==> config.mk <==
export PLATFORM = sky130hd
export DESIGN_NAME = alu_ctl_sequencer
export DESIGN_NICKNAME = d
export VERILOG_FILES = /design/src/rtl/alu_pkg.sv /design/src/rtl/alu_ctl_decode.sv /design/src/rtl/alu_ctl_sequencer.sv
export SDC_FILE = /design/constraint.sdc
export NUM_CORES = 1
export LEC_CHECK = 0
export CAP_MARGIN = 20
export CORE_MARGIN = 4
export CORE_UTILIZATION = 50
export DETAILED_ROUTE_END_ITERATION = 10
export PLACE_DENSITY = 0.91
export REMOVE_ABC_BUFFERS = 1
export SLEW_MARGIN = 30
export SYNTH_ARGS = -nofsm -noshare
export SYNTH_HDL_FRONTEND = slang
export SYNTH_SLANG_ARGS = --single-unit
==> constraint.sdc <==
create_clock -name clk -period 8.35 [get_ports clk]
set_input_delay 1.67 -clock clk [delete_from_list [all_inputs] [get_ports clk]]
set_output_delay 1.67 -clock clk [all_outputs]
set_load 0.05 [all_outputs]
==> src/rtl/alu_pkg.sv <==
// rtl/alu_pkg.sv - shared ALU control codes, MIPS opcode/funct encodings and sequencer states
//
// Purpose: common constants for the ALU control decoder and the issue sequencer.
// Ports: none (package).
package alu_pkg;

  // ALU control codes
  localparam logic [3:0] ALU_AND = 4'b0000;
  localparam logic [3:0] ALU_OR  = 4'b0001;
  localparam logic [3:0] ALU_ADD = 4'b0010;
  localparam logic [3:0] ALU_SUB = 4'b0110;
  localparam logic [3:0] ALU_SLT = 4'b0111;

  // Primary opcodes, instr[31:26]
  localparam logic [5:0] OP_RTYPE = 6'b000000;
  localparam logic [5:0] OP_ADDI  = 6'b001000;
  localparam logic [5:0] OP_LW    = 6'b100011;
  localparam logic [5:0] OP_SW    = 6'b101011;
  localparam logic [5:0] OP_BEQ   = 6'b000100;

  // R-type funct codes, instr[5:0]
  localparam logic [5:0] F_ADD = 6'b100000;
  localparam logic [5:0] F_SUB = 6'b100010;
  localparam logic [5:0] F_AND = 6'b100100;
  localparam logic [5:0] F_OR  = 6'b100101;
  localparam logic [5:0] F_SLT = 6'b101010;

  typedef enum logic [1:0] {
    ST_IDLE = 2'd0,
    ST_EXEC = 2'd1,
    ST_RESP = 2'd2
  } state_t;

endpackage

==> src/rtl/alu_ctl_decode.sv <==
// rtl/alu_ctl_decode.sv - combinational MIPS opcode/funct to ALU control decoder
//
// Purpose: maps one instruction word to ALU control code, operand-B select,
//          register write-back control, branch flag and illegal flag.
// Ports:
//   instr     in  32  instruction word
//   alu_ctl   out 4   ALU control code (ADD when illegal)
//   use_imm   out 1   operand B is the sign-extended immediate
//   wr_en     out 1   instruction writes a register
//   wr_reg    out 5   destination register (rd for R-type, rt otherwise)
//   is_branch out 1   instruction is beq
//   illegal   out 1   instruction cannot be decoded
module alu_ctl_decode
  import alu_pkg::*;
(
  input  logic [31:0] instr,
  output logic [3:0]  alu_ctl,
  output logic        use_imm,
  output logic        wr_en,
  output logic [4:0]  wr_reg,
  output logic        is_branch,
  output logic        illegal
);

  logic [5:0] op;
  logic [5:0] funct;
  logic [4:0] rt;
  logic [4:0] rd;
  logic       unused_fields;

  assign op    = instr[31:26];
  assign rt    = instr[20:16];
  assign rd    = instr[15:11];
  assign funct = instr[5:0];
  // rs and shamt do not influence control decode
  assign unused_fields = ^{instr[25:21], instr[10:6]};

  always_comb begin
    alu_ctl   = ALU_ADD;
    use_imm   = 1'b0;
    wr_en     = 1'b0;
    wr_reg    = 5'd0;
    is_branch = 1'b0;
    illegal   = 1'b0;
    case (op)
      OP_RTYPE: begin
        wr_en  = 1'b1;
        wr_reg = rd;
        case (funct)
          F_ADD:   alu_ctl = ALU_ADD;
          F_SUB:   alu_ctl = ALU_SUB;
          F_AND:   alu_ctl = ALU_AND;
          F_OR:    alu_ctl = ALU_OR;
          F_SLT:   alu_ctl = ALU_SLT;
          default: begin
            illegal = 1'b1;
            wr_en   = 1'b0;
            wr_reg  = 5'd0;
          end
        endcase
      end
      OP_ADDI, OP_LW: begin
        use_imm = 1'b1;
        wr_en   = 1'b1;
        wr_reg  = rt;
      end
      OP_SW: begin
        use_imm = 1'b1;
      end
      OP_BEQ: begin
        alu_ctl   = ALU_SUB;
        is_branch = 1'b1;
      end
      default: illegal = 1'b1;
    endcase
  end

endmodule

==> src/rtl/alu_ctl_sequencer.sv <==
// rtl/alu_ctl_sequencer.sv - multi-cycle issue stage driving the control side of a 32-bit ALU
//
// Purpose: accepts an instruction plus operands, drives the ALU for one EXEC
//          cycle, captures result/zero and returns a registered response.
// Ports:
//   clk, reset                      clock, async active-high reset
//   instr_valid/instr_ready         request handshake (ready only in IDLE)
//   instr, rs_data, rt_data         instruction word and register operands
//   alu_a, alu_b, alu_ctl           ALU operands and control (ADD/0/0 outside EXEC)
//   alu_result, alu_zero            combinational ALU outputs
//   res_valid/res_ready             response handshake
//   res_data, res_wr_en, res_wr_reg response payload
//   res_branch_taken, res_illegal   response flags
//   retired_cnt, illegal_cnt        saturating completion counters
module alu_ctl_sequencer
  import alu_pkg::*;
#(
  parameter int CNT_W = 16
) (
  input  logic             clk,
  input  logic             reset,
  input  logic             instr_valid,
  output logic             instr_ready,
  input  logic [31:0]      instr,
  input  logic [31:0]      rs_data,
  input  logic [31:0]      rt_data,
  output logic [31:0]      alu_a,
  output logic [31:0]      alu_b,
  output logic [3:0]       alu_ctl,
  input  logic [31:0]      alu_result,
  input  logic             alu_zero,
  output logic             res_valid,
  input  logic             res_ready,
  output logic [31:0]      res_data,
  output logic             res_wr_en,
  output logic [4:0]       res_wr_reg,
  output logic             res_branch_taken,
  output logic             res_illegal,
  output logic [CNT_W-1:0] retired_cnt,
  output logic [CNT_W-1:0] illegal_cnt
);

  localparam logic [CNT_W-1:0] CNT_ONE = {{(CNT_W-1){1'b0}}, 1'b1};

  state_t      state;
  logic [31:0] instr_q;
  logic [31:0] rs_q;
  logic [31:0] rt_q;

  // One decoder serves both phases: in IDLE it classifies the incoming word
  // so illegal instructions can skip EXEC; afterwards it sees the latched word.
  logic [31:0] dec_instr;
  logic [3:0]  dec_alu_ctl;
  logic        dec_use_imm;
  logic        dec_wr_en;
  logic [4:0]  dec_wr_reg;
  logic        dec_is_branch;
  logic        dec_illegal;
  logic [31:0] imm_ext;

  assign dec_instr = (state == ST_IDLE) ? instr : instr_q;

  alu_ctl_decode u_decode (
    .instr     (dec_instr),
    .alu_ctl   (dec_alu_ctl),
    .use_imm   (dec_use_imm),
    .wr_en     (dec_wr_en),
    .wr_reg    (dec_wr_reg),
    .is_branch (dec_is_branch),
    .illegal   (dec_illegal)
  );

  assign imm_ext = {{16{instr_q[15]}}, instr_q[15:0]};

  assign instr_ready = (state == ST_IDLE);
  assign res_valid   = (state == ST_RESP);

  // ALU operands only come from registered state, so they fall back to
  // ADD/0/0 the instant reset forces the state to IDLE.
  always_comb begin
    alu_ctl = ALU_ADD;
    alu_a   = 32'd0;
    alu_b   = 32'd0;
    if (state == ST_EXEC) begin
      alu_ctl = dec_alu_ctl;
      alu_a   = rs_q;
      alu_b   = dec_use_imm ? imm_ext : rt_q;
    end
  end

  always_ff @(posedge clk or posedge reset) begin
    if (reset) begin
      state            <= ST_IDLE;
      instr_q          <= 32'd0;
      rs_q             <= 32'd0;
      rt_q             <= 32'd0;
      res_data         <= 32'd0;
      res_wr_en        <= 1'b0;
      res_wr_reg       <= 5'd0;
      res_branch_taken <= 1'b0;
      res_illegal      <= 1'b0;
      retired_cnt      <= '0;
      illegal_cnt      <= '0;
    end else begin
      case (state)
        ST_IDLE: begin
          if (instr_valid) begin
            instr_q <= instr;
            rs_q    <= rs_data;
            rt_q    <= rt_data;
            if (dec_illegal) begin
              res_data         <= 32'd0;
              res_wr_en        <= 1'b0;
              res_wr_reg       <= 5'd0;
              res_branch_taken <= 1'b0;
              res_illegal      <= 1'b1;
              state            <= ST_RESP;
            end else begin
              state <= ST_EXEC;
            end
          end
        end
        ST_EXEC: begin
          res_data         <= alu_result;
          res_wr_en        <= dec_wr_en;
          res_wr_reg       <= dec_wr_reg;
          res_branch_taken <= dec_is_branch & alu_zero;
          res_illegal      <= 1'b0;
          state            <= ST_RESP;
        end
        ST_RESP: begin
          if (res_ready) begin
            state <= ST_IDLE;
            if (res_illegal) begin
              if (illegal_cnt != '1) illegal_cnt <= illegal_cnt + CNT_ONE;
            end else begin
              if (retired_cnt != '1) retired_cnt <= retired_cnt + CNT_ONE;
            end
          end
        end
        default: state <= ST_IDLE;
      endcase
    end
  end

endmodule
After elaboration in Yosys (flattened, before gate mapping)
Index checks and enable logic that the tools add are counted.
{"block": "classes", "n_addsub": 2, "eq_ne": 16, "mux": 32, "bitwise": 2, "n_reduce_logical": 12}
{"cell": "$mux W32", "count": 6}
{"cell": "$pmux W32 S2", "count": 1}
{"cell": "$eq A6 B6 Y1 const B", "count": 7}
{"cell": "$add A16 B1 Y16 const B", "count": 2}
{"cell": "$ne A16 B16 Y1 const B", "count": 2}
{"cell": "$pmux W5 S2", "count": 2}
{"cell": "$mux W5", "count": 3}
{"cell": "$pmux W3 S4", "count": 1}
{"cell": "$pmux W1 S2", "count": 5}
{"cell": "$mux W1", "count": 8}
{"cell": "$pmux W4 S2", "count": 1}
{"cell": "$reduce_and A4 Y1", "count": 2}
{"cell": "$eq A6 B3 Y1 const B", "count": 1}
{"cell": "$eq A6 B4 Y1 const B", "count": 1}
{"cell": "$logic_not A6 Y1", "count": 1}
{"cell": "$mux W2", "count": 3}
{"cell": "$pmux W2 S3", "count": 1}
{"cell": "$reduce_or A5 Y1", "count": 1}
{"cell": "$mux W4", "count": 1}
{"cell": "$ne A2 B1 Y1 const B", "count": 2}
{"cell": "$reduce_and A2 Y1", "count": 2}
{"cell": "$reduce_or A4 Y1", "count": 1}
{"cell": "$reduce_and A3 Y1", "count": 1}
{"cell": "$reduce_or A3 Y1", "count": 1}
{"cell": "8 further kinds", "count": 8}
{"block": "word_totals", "register_bits": 170, "inputBits": 133, "out_inout_bits": 142, "wordCells": 75}

Logic depth before layout (Yosys ltp)
{"block": "logic_depth", "word_depth": 9, "ltp_mapped": 10, "ltp_nobuf": 6}

Modules after synthesis
Synthesis repeated with hierarchy kept, for this count alone.
{"block": "hier_totals", "hier_cells": 649, "area_unflattened_um2": 8100.3}
{"module": "alu_ctl_sequencer", "n_inst": 1, "cells_each": 603, "area_per_inst_um2": 7821.3}
{"module": "alu_ctl_decode", "n_inst": 1, "cells_each": 46, "area_per_inst_um2": 279.0}

Least setup slack after synthesis
No wires, ideal clock.
{"block": "synth_path", "path_type": "input port to output port", "start": "input port instr[26]", "end": "output port alu_b[21]", "arrival_time_ps": 3945, "required_ps": 6680, "setup_slack_ps": 2735, "path_stages": 6, "path_cell_list": "or4b_2 -> a2111o_1 -> nand2_4 -> nand2_2 -> buf_2 -> a21oi_1"}
{"block": "synth_via", "elab_chain_cells": 6}
{"element": "from (decl)", "line": "alu_ctl_sequencer.sv:24", "text": "input logic [31:0] instr,"}
{"element": "$mux W32 *", "line": "alu_ctl_sequencer.sv:61", "text": "assign dec_instr = (state == ST_IDLE) ? instr : instr_q;"}
{"element": "$eq A6 B4 Y1 or $eq A6 B6 Y1 (tied branches)", "line": "alu_ctl_decode.sv:45", "text": "case (op)"}
{"element": "$reduce_or A3 Y1 (no source line) *"}
{"element": "$mux W1 *", "line": "alu_ctl_decode.sv:45"}
{"element": "$mux W32 *", "line": "alu_ctl_sequencer.sv:87", "text": "alu_b = dec_use_imm ? imm_ext : rt_q;"}
{"element": "$mux W32 *", "line": "alu_ctl_sequencer.sv:84", "text": "if (state == ST_EXEC) begin"}
{"element": "to (decl)", "line": "alu_ctl_sequencer.sv:28", "text": "output logic [31:0] alu_b,"}
Mark *: on every way between the ends. The rest lies on a longest branch, timed or not.

Final worst setup path
Ends and elaborated chain as after synthesis.

==> reports/results.tsv <==
metric	value	unit
max frequency	152.3	MHz
status	completed	
GPL Wtd Cong	0.8342	
Max Buffers Root-to-Sink	2	
Post-synth EDFFs	0	
Fin Setup TNS	0	ps
cts repair resizes	0	
Mapped Area	8247	µm²
ant diodes	0	
largest family of logic cells by synthesized area	simple AND/OR/NAND/NOR gates	
Post-CTS Setup Inserts	0	
Die Area	18610	µm²
worst-margin pin slew	967.9	ps
Core Region	16000	µm²
register area share after synthesis	0.5007	
commonest non-fill, non-tap cells in the layout	nand2_1, clkdlybuf4s50_1, dfrtp_1	
Tmin final	6565	ps
global-route wire length before repair	39080	µm
Die X	136.4	µm
Synth async-reset ratio	1.000	
Max VDD drop	0.0001929	V
Relative slew margins	0.3498	
worst skew pair latency	420	ps
drt total wl	24400	µm
CTS tree	done	
Syn. warnings	0	
Reg power frac	0.397	
#FFs+latches synth	165	
Syn Inst Count	936	
CP max FO	17	
Pwr per Cell Area	263.9	nW/µm²
drt wl/cell	17.39	µm
Hold Crit Class	flop to flop	
Final Hold Fails	0	
length of the first detailed-routing pass in iterations	5	
CTS buffer count	17	
gr usage total	0.2651	
Fill cells	1192	
total number of vias	7601	
vias per cell	5.418	
CTS clk-pin slew, worst paths	70	ps
gr ovfl total	0	
Adder-Cell Fraction of Synth Area	0.003034	
Final Skew	15.73	ps
Die Y	136.4	µm
area grow syn2layout	41.83	%
simple-gate share of the synthesized area	0.2769	
ys flop type	dfrtp_1	
Slew Limit Fails	0	
vias in the first global route	7840	
XOR/XNOR share of the synthesized area	0.02974	
CTS Hold Bufs	0	
Top Registers	res_data x32, rs_q x32, rt_q x32	
Worst Path Required	6680	ps
post-synthesis mux area share	0.004096	
Yosys cell types	60	
internal power	1.900	mW
Iteration-0 DRC Markers	415	
post-route ant nets	0	
DRC violations left	0	
Pleak	5.120	nW
Synth Area in Compound Gates	0.1466	
antenna violations before repair	0	
PortBufs	268	
Combinational Power Share	0.339	
layout cell share with drive strength beyond 1	0.07919	
Initial Util	0.5154	
unrepaired setup endpoints after global routing	no	
sw frac	0.3846	
Final Core Density	0.7310	
Setup violations, final	0	
Worst Setup End Kind	primary output	
half-perimeter wire length after placement	16960	µm
CTS root buf	clkbuf_16	
H-tree levels	4	
Final Cycle Share	0.7862	
total power	3.087	mW
row cnt	46	
max_cap viols	0	
Final #Nets	1310	
CP startpoint kind	input pin	
Worst EP arrival	4890	ps
CTS Sinks	165	
Psw	1.187	mW
Clk pwr share	0.264	
commonest non-fill, non-tap cell in the layout	nand2_1	
syn_area_per_cell	8.811	µm²
largest net degree at the start of global routing	95	
I/O pin cnt	275	
crit path kind	input pin to primary output	
## cell type report
cell class / count / area, µm² / area share
Clock buffer: 18 / 439.2 / 0.03755
Clock inverter: 13 / 172.7 / 0.01476
Inverter: 8 / 35.03 / 0.002995
Multi-Input combinational cell: 703 / 3834 / 0.3278
Sequential cell: 165 / 4129 / 0.3530
Tap cell: 216 / 270.3 / 0.02311
Timing Repair Buffer: 280 / 2816 / 0.2408
## power groups by stage
stage	registers, mW	logic, mW	clock network, mW
2_1_floorplan	1.37	0.522	0
3_3_place_gp	1.22	1.00	0
3_5_place_dp	1.23	1.04	0
4_1_cts	1.22	1.04	0.833
5_1_grt	1.26	1.14	0.872
6_report	1.23	1.05	0.816
## synthesized netlist by cell type, drive strengths merged, types with 4 or more instances
cell type / instances / area [µm²]
xor2: 5 / 43.79
or4b: 4 / 40.04
o21ai: 37 / 185.2
inv: 7 / 26.27
o311ai: 32 / 535.5
nor2: 20 / 82.58
o211ai: 7 / 52.55
a21oi: 45 / 229.0
nor4b: 4 / 35.03
nor3: 5 / 25.02
a31oi: 4 / 25.02
a32oi: 5 / 43.79
and2: 35 / 219.0
nand2: 406 / 1534
clkbuf: 43 / 161.4
dfrtp: 165 / 4129
nor2b: 4 / 25.02
nand4: 10 / 62.56
buf: 17 / 126.4
xnor2: 23 / 201.4
nand3: 20 / 100.1
## critical path, cell delays in order
cell and delay [ps]:
clkdlybuf4s50_1 470, or4b_2 690, a2111o_1 470, nand2_4 250
nand2_2 270, a21oi_1 220, clkdlybuf4s50_1 840
## logic make-up after synthesis
logic type,count (synthesis)
muxes,3
and+or+nand+nor,526
adders and majority gates,2
DFF,165
xor gates and xnor gates,28
AOI/OAI and AO/OA,143
other,1
buffers and inverters,68
## metrics by stage
step           hold slack [ps]  std cells  setup slack (ps)  area [µm²]
3_5_place_dp             454.2       1370              1837       11020
3_3_place_gp             448.4       1370              1865       11010
2_1_floorplan            437.4        876              2218        7959
4_1_cts                  470.4       1401              1819       11630
6_report                 462.7       1403              1785       11700
5_1_grt                  487.8       1403              1664       11700
## routing by layer
metal	up-vias	part of all wire	global-route usage
met3	31	0.096	0.1014
li1	3603	-	-
met4	0	0.020	0.07559
met1	3685	0.38	0.3095
met2	282	0.50	0.4554
met5	-	0	0
## worst paths after layout
check,from,to,slack [ps],cells after the start
min in group asynchronous,reset,res_data[26]$_DFFE_PP0P_,1580,2
max,instr[26],alu_b[21],1790,7
max in group asynchronous,reset,illegal_cnt[14]$_DFFE_PP0P_,5440,4
max reg2reg,state[0]$_DFFE_PP0P_,res_data[13]$_DFFE_PP0P_,5360,7
min reg2reg,rs_q[6]$_DFFE_PP0P_,rs_q[6]$_DFFE_PP0P_,460,2
min,rs_q[6]$_DFFE_PP0P_,rs_q[6]$_DFFE_PP0P_,460,2
Note: power is estimated with default switching activity, not from simulation.
